**config.mk**
```make
export PLATFORM = sky130hd
export DESIGN_NAME = cp_removal_deserializer_flat
export DESIGN_NICKNAME = d
export VERILOG_FILES = /design/src/rtl/cp_removal_deserializer_if.sv /design/src/rtl/cp_removal_deserializer.sv /design/src/flat_wrapper.sv
export SDC_FILE = /design/constraint.sdc
export NUM_CORES = 1
export LEC_CHECK = 0
export ABC_CLOCK_PERIOD_IN_PS = 4950
export CAP_MARGIN = 15
export CELL_PAD_IN_SITES_DETAIL_PLACEMENT = 1
export CELL_PAD_IN_SITES_GLOBAL_PLACEMENT = 2
export CORE_AREA = 10 10 153 155
export CTS_BUF_LIST = sky130_fd_sc_hd__clkbuf_4
export CTS_CLUSTER_SIZE = 25
export DETAILED_ROUTE_END_ITERATION = 10
export DIE_AREA = 0 0 163 165
export PLACE_DENSITY = 0.82
export SLEW_MARGIN = 15
export SYNTH_ARGS = -nofsm -noshare
export SYNTH_HDL_FRONTEND = slang
export SYNTH_SLANG_ARGS = --single-unit
```
**constraint.sdc**
```tcl
create_clock -name clk -period 4.95 [get_ports clk]
set_input_delay 0.7425 -clock clk [delete_from_list [all_inputs] [get_ports clk]]
set_output_delay 0.7425 -clock clk [all_outputs]
set_load 0.05 [all_outputs]
```
**src/rtl/cp_removal_deserializer_if.sv**
```systemverilog
// ---------------------------------------------------------------------------
// cp_removal_deserializer_if
//   Bundles the serial receive link and the parallel sample outputs of the
//   CP-removal deserializer.
//
//   Serial side (driven by the link / master):
//     serialIn    serial data bit, MSB first
//     inValid     qualifies serialIn; a bit is accepted only when high
//     frameStart  marks the first bit of a frame (meaningful with inValid)
//   Parallel side (driven by the deserializer / slave):
//     out0R/out0I sample 0 real / imaginary
//     out1R/out1I sample 1 real / imaginary
//     outValid    one-cycle strobe, out* hold a new frame
//     cpErr       CP mismatch flag, valid with outValid
//     resync      one-cycle pulse when a frame is aborted by a new frameStart
//     busy        high while a frame is being received
//     bitCount    accepted-bit index within the current frame (debug)
// ---------------------------------------------------------------------------
interface cp_removal_deserializer_if;
    logic        serialIn;
    logic        inValid;
    logic        frameStart;
    logic [15:0] out0R;
    logic [15:0] out0I;
    logic [15:0] out1R;
    logic [15:0] out1I;
    logic        outValid;
    logic        cpErr;
    logic        resync;
    logic        busy;
    logic [6:0]  bitCount;

    modport master (
        output serialIn, inValid, frameStart,
        input  out0R, out0I, out1R, out1I, outValid, cpErr, resync, busy, bitCount
    );

    modport slave (
        input  serialIn, inValid, frameStart,
        output out0R, out0I, out1R, out1I, outValid, cpErr, resync, busy, bitCount
    );
endinterface

```
**src/rtl/cp_removal_deserializer.sv**
```systemverilog
// ---------------------------------------------------------------------------
// cp_removal_deserializer
//   Receive-side counterpart of the CP insertion / serializer. Takes one
//   OFDM frame bit per qualified cycle (MSB first), strips the cyclic prefix,
//   checks it against the data samples it copies, and presents the two
//   complex 16-bit samples as parallel words with a one-cycle valid strobe.
//
//   Wire order: CP samples, sample 0, sample 1; each sample is R then I.
//   CP sample k is a copy of data sample (2-CP_LEN+k).
//
//   Parameters:
//     CP_LEN      cyclic prefix length in complex samples (0..2)
//   Ports:
//     clk         system clock
//     rst         synchronous active-low reset
//     link        slave side of cp_removal_deserializer_if
// ---------------------------------------------------------------------------
module cp_removal_deserializer #(
    parameter int CP_LEN = 1
) (
    input  logic                            clk,
    input  logic                            rst,
    cp_removal_deserializer_if.slave        link
);

    localparam int         FRAME_BITS  = (CP_LEN + 2) * 32;
    localparam logic [6:0] LAST_IDX    = 7'(FRAME_BITS - 1);
    localparam logic [6:0] CP_LAST_IDX = 7'((CP_LEN == 0) ? 0 : CP_LEN * 32 - 1);

    typedef enum logic [1:0] {
        S_IDLE,
        S_CP,
        S_DATA,
        S_DONE
    } state_t;

    // Bit 0 of a frame lands in the CP shifter unless there is no prefix.
    localparam state_t FIRST_STATE = (CP_LEN == 0) ? S_DATA : S_CP;

    state_t      state;
    state_t      next_state;

    logic [6:0]  bit_cnt;
    logic [30:0] cp_sr;          // last 31 CP bits; the 32nd arrives on serialIn
    logic [31:0] cp_buf [2];
    logic [62:0] data_sr;        // last 63 data bits; the 64th arrives on serialIn

    logic [31:0] cp_word;
    logic [63:0] data_next;

    logic        start;          // accept this bit as bit 0 of a new frame
    logic        abort;          // a frame in progress is being abandoned
    logic        take;           // accept this bit as a continuation bit
    logic        last_bit;       // this bit completes the frame
    logic        shift_cp;
    logic        shift_data;
    logic        cp_mismatch;

    logic [15:0] out0_r;
    logic [15:0] out0_i;
    logic [15:0] out1_r;
    logic [15:0] out1_i;
    logic        out_valid;
    logic        cp_err;
    logic        resync_q;

    assign cp_word   = {cp_sr, link.serialIn};
    assign data_next = {data_sr, link.serialIn};

    // ------------------------------------------------------------------
    // State register
    // ------------------------------------------------------------------
    always_ff @(posedge clk) begin
        // NOTE: sequential state uses non-blocking assignments so every
        // register samples the pre-edge values, whatever the block order.
        if (!rst) begin
            state <= S_IDLE;
        end else begin
            state <= next_state;
        end
    end

    // ------------------------------------------------------------------
    // Next-state and control decode
    // ------------------------------------------------------------------
    always_comb begin
        // NOTE: every signal gets a default before the case so no path
        // through the block can leave one unassigned and infer a latch.
        next_state = state;
        start      = 1'b0;
        abort      = 1'b0;
        take       = 1'b0;
        last_bit   = 1'b0;

        case (state)
            S_IDLE: begin
                if (link.inValid && link.frameStart) begin
                    start      = 1'b1;
                    next_state = FIRST_STATE;
                end
            end

            S_CP, S_DATA: begin
                if (link.inValid) begin
                    if (link.frameStart) begin
                        // A fresh frameStart wins over the frame in progress,
                        // including on what would have been its last bit.
                        start      = 1'b1;
                        abort      = 1'b1;
                        next_state = FIRST_STATE;
                    end else begin
                        take = 1'b1;
                        if (state == S_CP && bit_cnt == CP_LAST_IDX) begin
                            next_state = S_DATA;
                        end
                        if (state == S_DATA && bit_cnt == LAST_IDX) begin
                            last_bit   = 1'b1;
                            next_state = S_DONE;
                        end
                    end
                end
            end

            // Output cycle: nothing is accepted, frameStart is ignored.
            S_DONE:  next_state = S_IDLE;

            default: next_state = S_IDLE;
        endcase
    end

    assign shift_cp   = (start && (FIRST_STATE == S_CP))   || (take && state == S_CP);
    assign shift_data = (start && (FIRST_STATE == S_DATA)) || (take && state == S_DATA);

    // CP buffer k must equal data sample (2-CP_LEN+k); the comparison uses the
    // data word including the bit being accepted now.
    always_comb begin
        cp_mismatch = 1'b0;
        if (CP_LEN == 1) begin
            cp_mismatch = (cp_buf[0] != data_next[31:0]);
        end else if (CP_LEN == 2) begin
            cp_mismatch = (cp_buf[0] != data_next[63:32]) ||
                          (cp_buf[1] != data_next[31:0]);
        end
    end

    // ------------------------------------------------------------------
    // Datapath
    // ------------------------------------------------------------------
    always_ff @(posedge clk) begin
        if (!rst) begin
            bit_cnt   <= '0;
            cp_sr     <= '0;
            // NOTE: the CP buffer is only two words of flops, so it is reset
            // with everything else rather than left to power-up contents.
            cp_buf[0] <= '0;
            cp_buf[1] <= '0;
            data_sr   <= '0;
            out0_r    <= '0;
            out0_i    <= '0;
            out1_r    <= '0;
            out1_i    <= '0;
            out_valid <= 1'b0;
            cp_err    <= 1'b0;
            resync_q  <= 1'b0;
        end else begin
            out_valid <= last_bit;
            resync_q  <= abort;

            // bit_cnt is the index of the next bit to accept; it drops back
            // to 0 on the last bit so it reads 0 in DONE and IDLE.
            if (start) begin
                bit_cnt <= 7'd1;
            end else if (take) begin
                bit_cnt <= last_bit ? 7'd0 : bit_cnt + 7'd1;
            end

            if (shift_cp) begin
                cp_sr <= cp_word[30:0];
                if (bit_cnt[4:0] == 5'd31) begin
                    cp_buf[bit_cnt[5]] <= cp_word;
                end
            end

            if (shift_data) begin
                data_sr <= data_next[62:0];
            end

            if (last_bit) begin
                out0_r <= data_next[63:48];
                out0_i <= data_next[47:32];
                out1_r <= data_next[31:16];
                out1_i <= data_next[15:0];
                cp_err <= cp_mismatch;
            end
        end
    end

    assign link.out0R    = out0_r;
    assign link.out0I    = out0_i;
    assign link.out1R    = out1_r;
    assign link.out1I    = out1_i;
    assign link.outValid = out_valid;
    assign link.cpErr    = cp_err;
    assign link.resync   = resync_q;
    assign link.busy     = (state != S_IDLE);
    assign link.bitCount = bit_cnt;

endmodule

```
**src/flat_wrapper.sv**
```systemverilog
// flat-port wrapper written by rule: the top's interface ports become plain ports
module cp_removal_deserializer_flat 
#(
    parameter int CP_LEN = 1
)
  (clk, rst, link_serialIn, link_inValid, link_frameStart, link_out0R, link_out0I, link_out1R, link_out1I, link_outValid, link_cpErr, link_resync, link_busy, link_bitCount);
  cp_removal_deserializer_if link_i ();
  input  logic clk;
  input  logic rst;
  input wire logic [$bits(link_i.serialIn)-1:0] link_serialIn;
  input wire logic [$bits(link_i.inValid)-1:0] link_inValid;
  input wire logic [$bits(link_i.frameStart)-1:0] link_frameStart;
  output wire logic [$bits(link_i.out0R)-1:0] link_out0R;
  output wire logic [$bits(link_i.out0I)-1:0] link_out0I;
  output wire logic [$bits(link_i.out1R)-1:0] link_out1R;
  output wire logic [$bits(link_i.out1I)-1:0] link_out1I;
  output wire logic [$bits(link_i.outValid)-1:0] link_outValid;
  output wire logic [$bits(link_i.cpErr)-1:0] link_cpErr;
  output wire logic [$bits(link_i.resync)-1:0] link_resync;
  output wire logic [$bits(link_i.busy)-1:0] link_busy;
  output wire logic [$bits(link_i.bitCount)-1:0] link_bitCount;
  assign link_i.serialIn = link_serialIn;
  assign link_i.inValid = link_inValid;
  assign link_i.frameStart = link_frameStart;
  assign link_out0R = link_i.out0R;
  assign link_out0I = link_i.out0I;
  assign link_out1R = link_i.out1R;
  assign link_out1I = link_i.out1I;
  assign link_outValid = link_i.outValid;
  assign link_cpErr = link_i.cpErr;
  assign link_resync = link_i.resync;
  assign link_busy = link_i.busy;
  assign link_bitCount = link_i.bitCount;
  cp_removal_deserializer #(.CP_LEN(CP_LEN)) u_core (.clk(clk), .rst(rst), .link(link_i));
endmodule
```
==> metrics <==
status=complete, no violations; CP startpoint=u_core.state[0]; Leak=0.00308 uW; Worst Hold Endpoint=u_core.link.out0R[15]; dpl cell area=0.00867 mm2; Worst Path Arrival=2.21 ns; syn_nets=894; syn_area_per_cell=8.89 um2; fin cells=1,270; # DRC=0; fin. max-slew vios=0; dpl cells=1,177; initial antenna violation count=1; HP Class=flop to flop; Worst Min Path Start=u_core.data_sr[62]; met2 wire len=9180 um; final setup vio count=0; Die W=163 um; Crit Path Max Fanout=5; CTS tree=yes; top-count cell post-synth=nand2_1; setup bufs post-CTS=0; Max Used Layer=met4; Die ar.=0.0269 mm2; Die Ht=165 um; r2r setup slk=2.19 ns; DR pass1 iterations=4; Slew HR=35.6%; synth-to-layout area growth=19.4%; Reg clk slew, reported paths=0.07 ns; Worst R2R Path Depth=7; Ports=80; Worst setup EP type=output port; CTS buffer count=52; Pwr Density=379 mW/mm2; vias in the first global route=6,368; first-pass GRT wire length=32,900 um; Ys Warns=0; share of cells above drive strength 1=11.1%; MaxCap Viol Count=0; pin count of the biggest net entering global routing=71; Hold Path Depth=2; Yosys top cell area share=43.3%; crit share post-route=59.6%; Netlist cell types=47; startpoint types=flop; placer congestion estimate=0.757; worst clock skew=0.0428 ns; Period minus WS final=2.95 ns; Synth Register Bits=202; violation count after the first detailed-route iteration=271; synthesized area=0.00785 mm2; most frequent cells after synthesis=nand2_1, dfxtp_1, a21oi_1; Initial Util=38.9%; top_reg_cell synth=dfxtp_1; Max Fclk=339 MHz; Rows=52; post-CTS sizing=0; drt total wl=19,900 um; final instance area=0.00938 mm2; Final Power=3560 uW; core area=0.0202 mm2; wire length on met3=877 um; vias post-DR=6,215; antenna viol nets, final=0; total grt overflow=0; CTS H-tree lvls=2; Cells after Synth=883; RSZ-0062 raised after global routing=no; total negative slack=0 ns; IO Port Bufs=79; CTS max path bufs=3; RR Startpoint=u_core.state[0]; final number of hold-violating endpoints=0; GR Util All Layers=14.7%; post-route met1 wirelength=9430 um; DPL Wire Length=12,700 um; via/cell ratio=4.89; WS Path Type=flop to output port; Synth area leaders=dfxtp_1, nand2_1, edfxtp_1, a21oi_1, xnor2_1; Worst Max-Slew Pin Slew=0.966 ns; maximum vdd drop=0.285 mV; cell chosen for the clock root=clkbuf_4; Async S/R FF share, synth=0%; FF-to-FF End=u_core.cp_buf[0][18]; CTS Hold Bufs=0; clk sinks=202; Yosys top cell by area=dfxtp_1; worst-skew pair later-pin latency=0.66 ns; NumNets Final=973; filler cell count=2,404; sequential cell area fraction in the yosys report=55.6%; Crit path required time=4.21 ns; wire per inst=15.6 um; Post-synth EDFFs=32
## sequential cells by signal (all words and copies together), names as in the netlist, 2 cells and up
| register | cells |
|---|---|
| u_core.link.out0I | 16 |
| u_core.state | 2 |
| u_core.link.out1I | 16 |
| u_core.link.out0R | 16 |
| u_core.cp_buf | 32 |
| u_core.link.bitCount | 7 |
| u_core.data_sr | 63 |
| u_core.link.out1R | 16 |
| u_core.cp_sr | 31 |
## stage by stage
stage	hold WS [ns]	setup slack, ns	util [%]
6_report	0.450	2.00	46.5
5_1_grt	0.475	1.89	46.5
4_1_cts	0.446	1.67	46.4
3_5_place_dp	0.447	1.23	43.0
3_3_place_gp	0.442	1.37	43.0
2_1_floorplan	0.432	2.15	-
## area by class of cell
class	instances	area [um2]	share of cell area (%)
clock buffers	85	638	6.80
multi-input cells	612	3080	32.8
well taps	270	338	3.60
flip-flops and latches	202	4360	46.5
diodes	2	5.00	0.0534
inverters	5	21.3	0.227
clock inverters	5	48.8	0.520
repair buffers	89	882	9.41
## power by group
part / leakage, uW / total [uW] / switching, uW / internal (uW)
logic: 0.000999 / 368 / 269 / 99.2
registers: 0.00167 / 1710 / 19.2 / 1690
clock network: 0.000413 / 1480 / 660 / 818
total: 0.00308 / 3560 / 948 / 2610
## kinds of logic after synthesis
logic type | synth area share (%)
multiplexers | 0.255
buffers and inverters | 5.26
AND/OR/NAND/NOR | 20.4
AO/OA/AOI/OAI | 13.7
adder cells (fa/ha/maj) | 0.956
flip-flops | 55.6
XOR/XNOR | 3.90
## worst max-delay path by stage
stage	end	cells past startpoint	slack (ns)
3_3_place_gp	u_core.cp_buf[0][22]	6	1.37
2_1_floorplan	u_core.cp_buf[0][0]	6	2.15
6_report	link_busy	4	2.00
3_5_place_dp	u_core.cp_buf[0][20]	6	1.23
4_1_cts	u_core.cp_buf[0][18]	7	1.67
5_1_grt	link_busy	4	1.89
## critical path, cell delays in order (launching register included)
cell,delay [ns]
dfxtp_1,0.36
inv_1,0.09
ha_1,0.26
inv_1,0.07
clkdlybuf4s50_1,0.79
## cells in the final DEF, fill, tap and decap left out, drive strengths merged, types with 2 or more instances in the layout
master         Yosys  final
xor2               3      3
nor4               3      3
nor3               2      2
nand2            263    263
nand3             35     35
and2              33     33
ha                 6      6
clkdlybuf4s50      0     79
a31oi              2      2
o31ai              2      2
diode              0      2
clkinv             0      2
edfxtp            32     32
clkbuf            32     85
nand4             10     10
nor2               6      6
buf               32     10
mux2i              2      2
and3               3      3
xnor2             32     32
inv                5      6
dfxtp            170    170
o21ai             33     33
a21oi            160    160
a22oi              3      3
## routing by layer
layer	GRT usage (%)	up-vias
met3	3.36	35
met2	23.7	112
met5	0	-
li1	-	3140
met1	18.8	2928
met4	5.61	0
Note: power is estimated with default switching activity, not from simulation.
